## src/rtl/atm_pkg.sv

```systemverilog
// ----------------------------------------------------------------------------
// atm_pkg
// Shared definitions for the keypad entry path:
//   - key_t and the key code constants produced by the keypad decoder
//   - entry limits (MAX_DIGITS, MAX_VALUE)
//   - kp_state_t, the scan/debounce FSM state type
//   - helper functions that map a (row, column) pair to a key code and
//     classify a sampled column pattern
// No ports (package).
// ----------------------------------------------------------------------------
package atm_pkg;

    localparam int MAX_DIGITS = 2;
    localparam int MAX_VALUE  = 99;

    typedef logic [3:0] key_t;

    // Digits use their own value so they can feed the accumulator directly.
    localparam key_t KEY_0    = 4'd0;
    localparam key_t KEY_1    = 4'd1;
    localparam key_t KEY_2    = 4'd2;
    localparam key_t KEY_3    = 4'd3;
    localparam key_t KEY_4    = 4'd4;
    localparam key_t KEY_5    = 4'd5;
    localparam key_t KEY_6    = 4'd6;
    localparam key_t KEY_7    = 4'd7;
    localparam key_t KEY_8    = 4'd8;
    localparam key_t KEY_9    = 4'd9;
    localparam key_t KEY_CLR  = 4'd10;
    localparam key_t KEY_ENT  = 4'd11;
    localparam key_t KEY_BS   = 4'd12;
    localparam key_t KEY_NONE = 4'd15;

    typedef enum logic [1:0] {
        SCAN     = 2'd0,
        DEBOUNCE = 2'd1,
        HELD     = 2'd2
    } kp_state_t;

    // Keypad layout, column 0 leftmost:
    //   row0: 1 2 3 A   row1: 4 5 6 B   row2: 7 8 9 C   row3: * 0 # D
    // A, B and C carry no function and decode to KEY_NONE.
    function automatic key_t decode_key(input logic [1:0] row, input logic [1:0] col);
        key_t k;
        case ({row, col})
            4'h0:    k = KEY_1;
            4'h1:    k = KEY_2;
            4'h2:    k = KEY_3;
            4'h4:    k = KEY_4;
            4'h5:    k = KEY_5;
            4'h6:    k = KEY_6;
            4'h8:    k = KEY_7;
            4'h9:    k = KEY_8;
            4'hA:    k = KEY_9;
            4'hC:    k = KEY_CLR;
            4'hD:    k = KEY_0;
            4'hE:    k = KEY_ENT;
            4'hF:    k = KEY_BS;
            default: k = KEY_NONE;
        endcase
        return k;
    endfunction

    // True when exactly one column is pulled low.
    function automatic logic single_low(input logic [3:0] cols);
        return (cols == 4'b1110) || (cols == 4'b1101) ||
               (cols == 4'b1011) || (cols == 4'b0111);
    endfunction

    // Index of the low column in a single-low pattern.
    function automatic logic [1:0] col_index(input logic [3:0] cols);
        logic [1:0] idx;
        case (cols)
            4'b1101: idx = 2'd1;
            4'b1011: idx = 2'd2;
            4'b0111: idx = 2'd3;
            default: idx = 2'd0;
        endcase
        return idx;
    endfunction

endpackage

```

## src/rtl/keypad_debounce.sv

```systemverilog
// ----------------------------------------------------------------------------
// keypad_debounce
// Scan/debounce/held state machine for the matrix keypad. All decisions
// are taken on tick_i, which marks the last clock of a row period.
//   SCAN     : any low column -> DEBOUNCE, the sampled pattern is latched
//   DEBOUNCE : DEB_CNT further identical single-low samples accept the key;
//              any change, release or multiple lows drops back to SCAN
//   HELD     : DEB_CNT consecutive all-high samples -> SCAN
// Ports:
//   clk_i        in   system clock, rising edge
//   rst_ni       in   asynchronous reset, active low
//   tick_i       in   one-cycle pulse at the end of each row period
//   col_i        in   keypad columns, active low
//   state_o      out  current FSM state (row stepping only in SCAN)
//   accept_o     out  one-cycle pulse the cycle after a key is accepted
//   accept_col_o out  column pattern of the accepted key
// ----------------------------------------------------------------------------
module keypad_debounce
    import atm_pkg::*;
#(
    parameter int DEB_CNT = 4
) (
    input  logic       clk_i,
    input  logic       rst_ni,
    input  logic       tick_i,
    input  logic [3:0] col_i,
    output kp_state_t  state_o,
    output logic       accept_o,
    output logic [3:0] accept_col_o
);

    localparam logic [3:0] LAST_SAMPLE = 4'(DEB_CNT - 1);

    kp_state_t  state_q, state_d;
    logic [3:0] pattern_q, pattern_d;
    logic [3:0] count_q, count_d;
    logic       accept_q, accept_d;

    always_ff @(posedge clk_i or negedge rst_ni) begin
        if (!rst_ni) begin
            state_q   <= SCAN;
            pattern_q <= 4'b1111;
            count_q   <= 4'd0;
            accept_q  <= 1'b0;
        end else begin
            state_q   <= state_d;
            pattern_q <= pattern_d;
            count_q   <= count_d;
            accept_q  <= accept_d;
        end
    end

    // count_q counts matching resamples in DEBOUNCE and consecutive
    // all-high samples in HELD; it is cleared on every state change.
    always_comb begin
        state_d   = state_q;
        pattern_d = pattern_q;
        count_d   = count_q;
        accept_d  = 1'b0;
        if (tick_i) begin
            case (state_q)
                SCAN: begin
                    if (col_i != 4'b1111) begin
                        state_d   = DEBOUNCE;
                        pattern_d = col_i;
                        count_d   = 4'd0;
                    end
                end
                DEBOUNCE: begin
                    if ((col_i == pattern_q) && single_low(col_i)) begin
                        if (count_q == LAST_SAMPLE) begin
                            state_d  = HELD;
                            accept_d = 1'b1;
                            count_d  = 4'd0;
                        end else begin
                            count_d = count_q + 4'd1;
                        end
                    end else begin
                        state_d = SCAN;
                        count_d = 4'd0;
                    end
                end
                HELD: begin
                    if (col_i == 4'b1111) begin
                        if (count_q == LAST_SAMPLE) begin
                            state_d = SCAN;
                            count_d = 4'd0;
                        end else begin
                            count_d = count_q + 4'd1;
                        end
                    end else begin
                        count_d = 4'd0;
                    end
                end
                default: begin
                    state_d = SCAN;
                    count_d = 4'd0;
                end
            endcase
        end
    end

    assign state_o      = state_q;
    assign accept_o     = accept_q;
    assign accept_col_o = pattern_q;

endmodule

```

## src/rtl/keypad_enc.sv

```systemverilog
// ----------------------------------------------------------------------------
// keypad_enc
// 4x4 matrix keypad scanner and two-digit decimal entry encoder.
// Rows are driven one-hot active-low, each for SCAN_DIV clocks; a pressed
// key is debounced by keypad_debounce, decoded, and folded into a 0..99
// accumulator. '*' clears the entry, '#' publishes it on num with a
// one-cycle num_valid pulse.
// Optional feature macro: KEYPAD_ENC_BACKSPACE_EN -- when defined, 'D'
// removes the last entered digit; when undefined 'D' is ignored and no
// divider is built.
// Ports:
//   clk       in   system clock, rising edge
//   rst       in   asynchronous reset, active low
//   key_col   in   keypad columns, active low (external pull-ups)
//   key_row   out  keypad row drive, one-hot active low
//   num       out  last entered value 0..99 (binary, bits [9:7] zero)
//   num_valid out  one-cycle pulse when num updates
//   digit_cnt out  digits currently in the entry buffer (0..2)
// ----------------------------------------------------------------------------
module keypad_enc
    import atm_pkg::*;
#(
    parameter int SCAN_DIV = 1000,
    parameter int DEB_CNT  = 4
) (
    input  logic       clk,
    input  logic       rst,
    input  logic [3:0] key_col,
    output logic [3:0] key_row,
    output logic [9:0] num,
    output logic       num_valid,
    output logic [1:0] digit_cnt
);

    localparam logic [15:0] DIV_LAST = 16'(SCAN_DIV - 1);

    logic [15:0] divCnt_q, divCnt_d;
    logic [1:0]  rowIdx_q, rowIdx_d;
    logic [6:0]  acc_q, acc_d;
    logic [1:0]  cnt_q, cnt_d;
    logic [6:0]  num_q, num_d;
    logic        valid_q, valid_d;

    logic        tick;
    kp_state_t   fsmState;
    logic        keyAccept;
    logic [3:0]  keyCols;
    key_t        keyCode;

    always_ff @(posedge clk or negedge rst) begin
        if (!rst) begin
            divCnt_q <= 16'd0;
            rowIdx_q <= 2'd0;
            acc_q    <= 7'd0;
            cnt_q    <= 2'd0;
            num_q    <= 7'd0;
            valid_q  <= 1'b0;
        end else begin
            divCnt_q <= divCnt_d;
            rowIdx_q <= rowIdx_d;
            acc_q    <= acc_d;
            cnt_q    <= cnt_d;
            num_q    <= num_d;
            valid_q  <= valid_d;
        end
    end

    // The row-period divider runs in every state so DEBOUNCE and HELD
    // resample once per row period. The row only steps in SCAN when no
    // column is low; otherwise the FSM leaves SCAN and the row stays frozen
    // on the pressed key's row.
    always_comb begin
        tick     = (divCnt_q == DIV_LAST);
        divCnt_d = tick ? 16'd0 : divCnt_q + 16'd1;
        rowIdx_d = rowIdx_q;
        if (tick && (fsmState == SCAN) && (key_col == 4'b1111)) begin
            rowIdx_d = rowIdx_q + 2'd1;
        end
    end

    assign key_row = ~(4'b0001 << rowIdx_q);

    keypad_debounce #(
        .DEB_CNT (DEB_CNT)
    ) u_debounce (
        .clk_i        (clk),
        .rst_ni       (rst),
        .tick_i       (tick),
        .col_i        (key_col),
        .state_o      (fsmState),
        .accept_o     (keyAccept),
        .accept_col_o (keyCols)
    );

    // rowIdx_q is still frozen on the pressed row while the key is HELD.
    assign keyCode = keyAccept ? decode_key(rowIdx_q, col_index(keyCols)) : KEY_NONE;

    // Entry logic. A digit is only appended while fewer than MAX_DIGITS are
    // buffered, so acc*10+digit stays within MAX_VALUE.
    always_comb begin
        acc_d   = acc_q;
        cnt_d   = cnt_q;
        num_d   = num_q;
        valid_d = 1'b0;
        if (keyCode <= KEY_9) begin
            if (cnt_q < 2'(MAX_DIGITS)) begin
                acc_d = 7'(acc_q * 7'd10) + {3'b000, keyCode};
                cnt_d = cnt_q + 2'd1;
            end
        end else if (keyCode == KEY_CLR) begin
            acc_d = 7'd0;
            cnt_d = 2'd0;
        end else if (keyCode == KEY_ENT) begin
            num_d   = acc_q;
            valid_d = 1'b1;
            acc_d   = 7'd0;
            cnt_d   = 2'd0;
        end
`ifdef KEYPAD_ENC_BACKSPACE_EN
        else if (keyCode == KEY_BS) begin
            if (cnt_q != 2'd0) begin
                acc_d = acc_q / 7'd10;
                cnt_d = cnt_q - 2'd1;
            end
        end
`endif
    end

    assign num       = {3'b000, num_q};
    assign num_valid = valid_q;
    assign digit_cnt = cnt_q;

endmodule

```

## config.mk

```make
export PLATFORM = sky130hd
export DESIGN_NAME = keypad_enc
export DESIGN_NICKNAME = d
export VERILOG_FILES = /design/src/rtl/atm_pkg.sv /design/src/rtl/keypad_debounce.sv /design/src/rtl/keypad_enc.sv
export SDC_FILE = /design/constraint.sdc
export NUM_CORES = 1
export LEC_CHECK = 0
export ABC_AREA = 1
export BUFFER_PORTS_ARGS = -buffer_cell sky130_fd_sc_hd__buf_2
export CORE_UTILIZATION = 55
export CTS_CLUSTER_DIAMETER = 150
export DETAILED_ROUTE_END_ITERATION = 7
export GPL_TIMING_DRIVEN = 0
export PLACE_DENSITY = 0.77
export SLEW_MARGIN = 10
export SYNTH_ARGS = -nofsm -noshare
export SYNTH_HDL_FRONTEND = slang
export SYNTH_SLANG_ARGS = --single-unit
export TNS_END_PERCENT = 1
```

## constraint.sdc

```tcl
create_clock -name clk -period 2.5 [get_ports clk]
set_input_delay 0.5 -clock clk [delete_from_list [all_inputs] [get_ports clk]]
set_output_delay 0.5 -clock clk [all_outputs]
set_load 0.01 [all_outputs]
```

# Yosys cells after proc, flatten, opt, wreduce, memory -nomap -nowiden

Memory sizes are Yosys's and may differ from the RTL's.
Index checks and enable logic that the tools add are counted.
Widths: inputs -> output; s select.

Memories kept: 1
Input bits: 6
Bits in read-only memories: 64
Logic and storage cells: 86
Register bits after elaboration: 46

Multiplexer cells: 29
Bitwise logic cells: 3
Equality and inequality tests: 21
Reductions and logical operators: 13
Add/subtract/negate cells: 5
Shift-type cells: 1
$lt $le $gt $ge: 2
Multipliers: 1

Memory list:

| memory           | words | width | rd ports | clocked after Yosys merged registers in | wr ports | line          | RTL |
|---|---|---|---|---|---|---|---|
| (name not given) | 16    | 4     | 1        | 0                                       | 0        | atm_pkg.sv:45 | `case ({row, col})` |

Operators with widths:

| kind                  | count |
|---|---|
| $eq 4x4->1 const B    | 8 |
| $mux 7                | 4 |
| $mux 4                | 5 |
| $mux 2                | 9 |
| $add 16x1->16 const B | 1 |
| $eq 16x10->1 const B  | 1 |
| $mux 16               | 1 |
| $pmux 2 s3            | 2 |
| $pmux 4 s3            | 1 |
| $eq 4x3->1 const B    | 2 |
| $add 7x4->7           | 1 |
| $mul 7x3->6 const B   | 1 |
| $mux 1                | 7 |
| $ne 2x1->1 const B    | 3 |
| $reduce_and 3->1      | 2 |
| $reduce_and 5->1      | 1 |
| $add 2x1->2 const B   | 2 |
| $add 4x1->4 const B   | 1 |
| $eq 4x2->1 const B    | 1 |
| $eq 4x4->1            | 1 |
| $le 4x4->1 const B    | 1 |
| $ne 4x4->1 const B    | 1 |
| $not 4->4             | 1 |
| $reduce_and 2->1      | 2 |
| 11 further kinds      | 16 |

# Longest topological paths before layout

Word-level depth: 8
Depth in mapped cells: 20

# By module

A second synthesis with hierarchy kept.

Cells, all modules: 384
Area total of the unflattened synthesis: 3045.4 um^2

Modules (own cells, without submodules):

| module          | area an instance (um^2) | instances | cells an instance |
|---|---|---|---|
| keypad_enc      | 2299.7                  | 1         | 286 |
| keypad_debounce | 745.7                   | 1         | 98 |

# Worst setup path before layout

No wires, ideal clock.

Path kind: flip-flop to flip-flop
Start point: register u_debounce.pattern_q[3], in the netlist u_debounce.accept_col_o[3]
End point: register acc_q[5]
Cell stages (with the launch flop): 17
Period minus slack after synthesis: 2.590 ns
Buffers on the path: 0
Data arrival time: 2.525 ns
Required time: 2.435 ns
Library setup time: 0.065 ns
Slack: -0.090 ns
Cell sequence: dfstp_2 > inv_2 > nand2_1 > nand3_2 > ha_1 > nor2_4 > nor2_1 > nand2_1 > nand2_2 > nand2_4 > ha_1 > inv_1 > fa_1 > o22ai_1 > xnor2_1 > nand4_1 > nand2_1

Cells in the longest elaborated chain, start to end: 7
Elaborated cells on any way between the ends: 16
Those cells by class: add/sub: 1; order compare: 1; eq/ne: 6; mux: 5; reduce/logical: 2; memory: 1

Ends and longest elaborated chain:

| what                                              | line                  | RTL |
|---|---|---|
| from (decl)                                       | keypad_debounce.sv:35 | `logic [3:0] pattern_q, pattern_d;` |
| from (signal assigned)                            | keypad_debounce.sv:47 | `pattern_q <= pattern_d;` |
| $eq 4x3->1 / $eq 4x4->1 (equally long branches)   | atm_pkg.sv:73         | `case (cols)` |
| $pmux 2 s3 *                                      | atm_pkg.sv:73         |  |
| $mem_v2 16x4 *                                    | -                     |  |
| $mux 4 *                                          | keypad_enc.sv:96      | `assign keyCode = keyAccept ? decode_key(rowIdx_q, col_index(keyCols)) : KEY_NONE;` |
| $add 7x4->7 (tied with other cells)               | keypad_enc.sv:107     | `acc_d = 7'(acc_q * 7'd10) + {3'b000, keyCode};` |
| $mux 7 (tied with other cells)                    | keypad_enc.sv:106     | `if (cnt_q < 2'(MAX_DIGITS)) begin` |
| $mux 7 / $reduce_and 2->1 (equally long branches) | -                     |  |
| to (signal assigned)                              | keypad_enc.sv:54      | `acc_q <= 7'd0;` |
| to (signal assigned)                              | keypad_enc.sv:61      | `acc_q <= acc_d;` |
| to (decl)                                         | keypad_enc.sv:39      | `logic [6:0] acc_q, acc_d;` |

Every way passes the cells marked *; elsewhere a longest branch is shown, timed or not. The select of a mux whose other input is x is not followed.
A chain may end at the register's enable or synchronous reset.

# Worst setup path in the final report

Same ends and word-level chain as after synthesis.

==> results.toml <==
[power]
combPwrFrac = 0.074
power.switching_mw = 0.330
power_density_nw_per_um2 = 398
intPower_mw = 1.09
clockPowerShare = 0.393
vdd_drop_max_mv = 0.305
p_seq_frac = 0.533
total_power_mw = 1.42
sw_frac_of_total = 0.232
p_leak_nw = 1.84

[floorplanning]
fp.dieH_um = 76.9
core_um2 = 5270
dieWidth_um = 76.9
io_pins = 23
row_count = 26
die_area_um2 = 5920
start_util = 0.586

[synth]
synthesis.instances = 390
post_synth_num_cell_types = 38
synth_area_um2 = 3090
async_flop_share = 1.00
ys_seq_area_frac = 0.374
ys.flop_type = "dfrtp_1"
synth.avg_cell_area_um2 = 7.92
ys_warn_count = 0
ys_seq_elements = 46
synth-edff-count = 0

[status]
status = "complete, but fails checks"
violations = "negative setup slack"

[critical_path]
worstPathArrival_ns = 2.82
cp.depth = 18
reg2reg_depth = 18
crit_path_end_kind = "flip-flop"
path_cells = "inv_2 -> nand2_2 -> nand2_2 -> nand2_2 -> buf_6 -> ha_4 -> nor2_4 -> nor2_1 -> nand2_1 -> nand2_2 -> nand2_4 -> ha_4 -> inv_2 -> fa_2 -> o22ai_4 -> xnor2_1 -> nand4_1 -> nand2_1"
worst-path-max-fanout = 4
cp_common_cell = "nand2_2"
cp.required_ns = 2.75
slowest_delay_ns = 0.58
crit_type = "reg -> reg"
cp-start-kind = "flip-flop"
crit_family = "adder cells"
worst_path_max_delay_cell = "dfstp_2"
crit_buf_inv = 3

[clock_tree]
cts_made_buffers = 5
clkSinkCount = 46
clkTransAtPathRegs_ns = 0.10
h-tree-depth = 2
ctsLongestPathBuffers = 2
clockRootBuffer = "clkbuf_8"
insertion_delay_ns = 0.31
cts_tree = "yes"

[timing]
maxSlewViolCount = 0
fin_ws_ns = -0.0679
fin_crit_sh = 1.03
rsz0062_at_grt = "yes"
setup-tns-final_ns = -0.0870
period_needed_ns = 2.57
worst_pin_slew_ns = 0.997
final.setup_skew_ns = 0.0146
max-slew-margin-rel = 0.335
finalSetupViolCount = 2
whs_ns = 0.364
final_hold_viol_count = 0
fmax_mhz = 389

[hold_path]
hold_path.class = "in -> async"

[flow_run]
maxCapViolCount = 0

[final_layout]
synthToLayoutAreaGrowth_pct = 15.7
drive_above_1_share = 0.271
nFillCells = 440
final_util = 0.678
fin_area_um2 = 3570
diodes = 0
nNetsFinal = 456

[place]
gp_congestion = 0.902
io_buffer_count = 19
postPlaceCellArea_um2 = 3300
dp.final_hpwl_um = 4220

[routing]
via_count = 2515
viasPerCell = 5.05
drt_iter0_drc = 109
ant_nets = 0
route.detailed.drc = 0
wirelength_um = 6020
routedWlPerCell_um = 12.1
dr.pass1.iters = 4

[global_route]
grt_use_total = 0.222
overflow = 0
grt_pass1_wl_um = 10600
antenna_found_initial = 0
grt_max_degree = 47
grt_pass1_vias = 2468
-- final timing paths --
check	startpoint	to	slack, ns
hold reg to reg	divCnt_q[0]	divCnt_q[0]	0.46
setup / recovery	u_debounce.accept_col_o[3]	acc_q[5]	-0.07
setup reg to reg	u_debounce.accept_col_o[3]	acc_q[5]	-0.07
hold / removal	rst	digit_cnt[0]	0.36
max in group asynchronous	rst	num_q[2]	1.52
min in group clk	key_col[3]	u_debounce.accept_col_o[3]	0.43
-- stage by stage --
stage / std cells / setup slack, ns
2_1_floorplan: 392 / 0.0378
3_3_place_gp: 481 / -0.203
3_5_place_dp: 481 / -0.232
4_1_cts: 491 / 0.0134
5_1_grt: 498 / -0.219
6_report: 498 / -0.0679
-- area by class of cell --
cell class	instances	area (um^2)	share of cell area
plain buffers	4	33.8	0.00945
clock buffers	5	68.8	0.0193
clock inverters	3	43.8	0.0123
inverters	70	264	0.0739
multi-input cells	272	1750	0.491
flip-flops and latches	46	1160	0.323
well taps	70	87.6	0.0245
repair buffers	28	166	0.0466
-- synth_stat cells, types with 5 or more instances --
cell type	count	area share
xor2_1	11	0.031
nand3_1	20	0.032
nand2_4	5	0.018
inv_2	15	0.018
nor3_2	6	0.019
nand2_1	108	0.13
nor2_1	20	0.024
nand4_1	15	0.030
dfrtp_1	42	0.34
nor3_1	5	0.0081
a21oi_1	7	0.011
o21ai_0	5	0.0081
nand2_2	9	0.018
inv_1	53	0.064
ha_1	21	0.085
o21ai_1	9	0.015
-- power by group through the flow --
stage | sequential (mW) | clock [mW] | combinational (mW)
after floorplan | 0.771 | 0 | 0.0604
after global placement | 0.771 | 0 | 0.0881
after detailed placement | 0.772 | 0 | 0.0904
after CTS | 0.757 | 0.577 | 0.0939
after global routing | 0.759 | 0.608 | 0.121
final | 0.758 | 0.559 | 0.105
-- layer usage --
layer  up-vias  share of wire  GRT usage
met5         -              0          0
met2        33           0.48      0.372
met1      1182           0.48      0.286
met3        10          0.026     0.0429
met4         0          0.016     0.0731
li1       1290              -          -
-- logic make-up after synthesis --
kind of cell	Yosys count	share of synthesized area
other	1	0.00121
flip-flops	46	0.374
adder cells (fa/ha/maj)	23	0.0980
AND/OR/NAND/NOR	205	0.338
XOR/XNOR	15	0.0425
buffers and inverters	74	0.0964
AO/OA/AOI/OAI	26	0.0494
-- registers in the layout, summed over array words and instances, names as in the netlist --
register and cells:
u_debounce.accept_o 1, u_debounce.count_q 4, divCnt_q 16, num_q 7, digit_cnt 2, rowIdx_q 2
u_debounce.state_o 2, u_debounce.accept_col_o 4, num_valid 1, acc_q 7
-- what timing repair did --
item,4_1_cts,5_1_grt
hold buffers,0,0
pin swaps,0,16
endpoints found under the setup margin,5,5
gates cloned,0,0
setup buffers,2,7
resized for setup,8,15
-- layout by cell type (no fill, tap or decap), types with 2 or more instances in the layout --
master    netlist  final
nand3_2         2      2
nor4_1          2      2
o21ai_1         9      9
clkinv_2        1      2
a21oi_1         7      7
dfrtp_1        42     42
dfstp_2         4      4
nor3_1          5      5
nand2_4         5      6
buf_6           1      2
clkbuf_8        0      5
o21ai_0         5      5
nor2_2          3      2
buf_2           0     19
nand3_1        20     19
nand2_1       108    101
xor2_1         11     11
conb_1          1      3
nor2_4          3      4
inv_2          15     19
nor3_2          6      6
ha_1           21     15
buf_4           3     11
nor2_1         20     20
nand2_2         9     15
ha_2            0      2
nand4_1        15     15
ha_4            0      4
nor3_4          3      3
inv_1          53     49
xnor2_1         4      4
No activity file was read; power rests on OpenSTA's default activity.
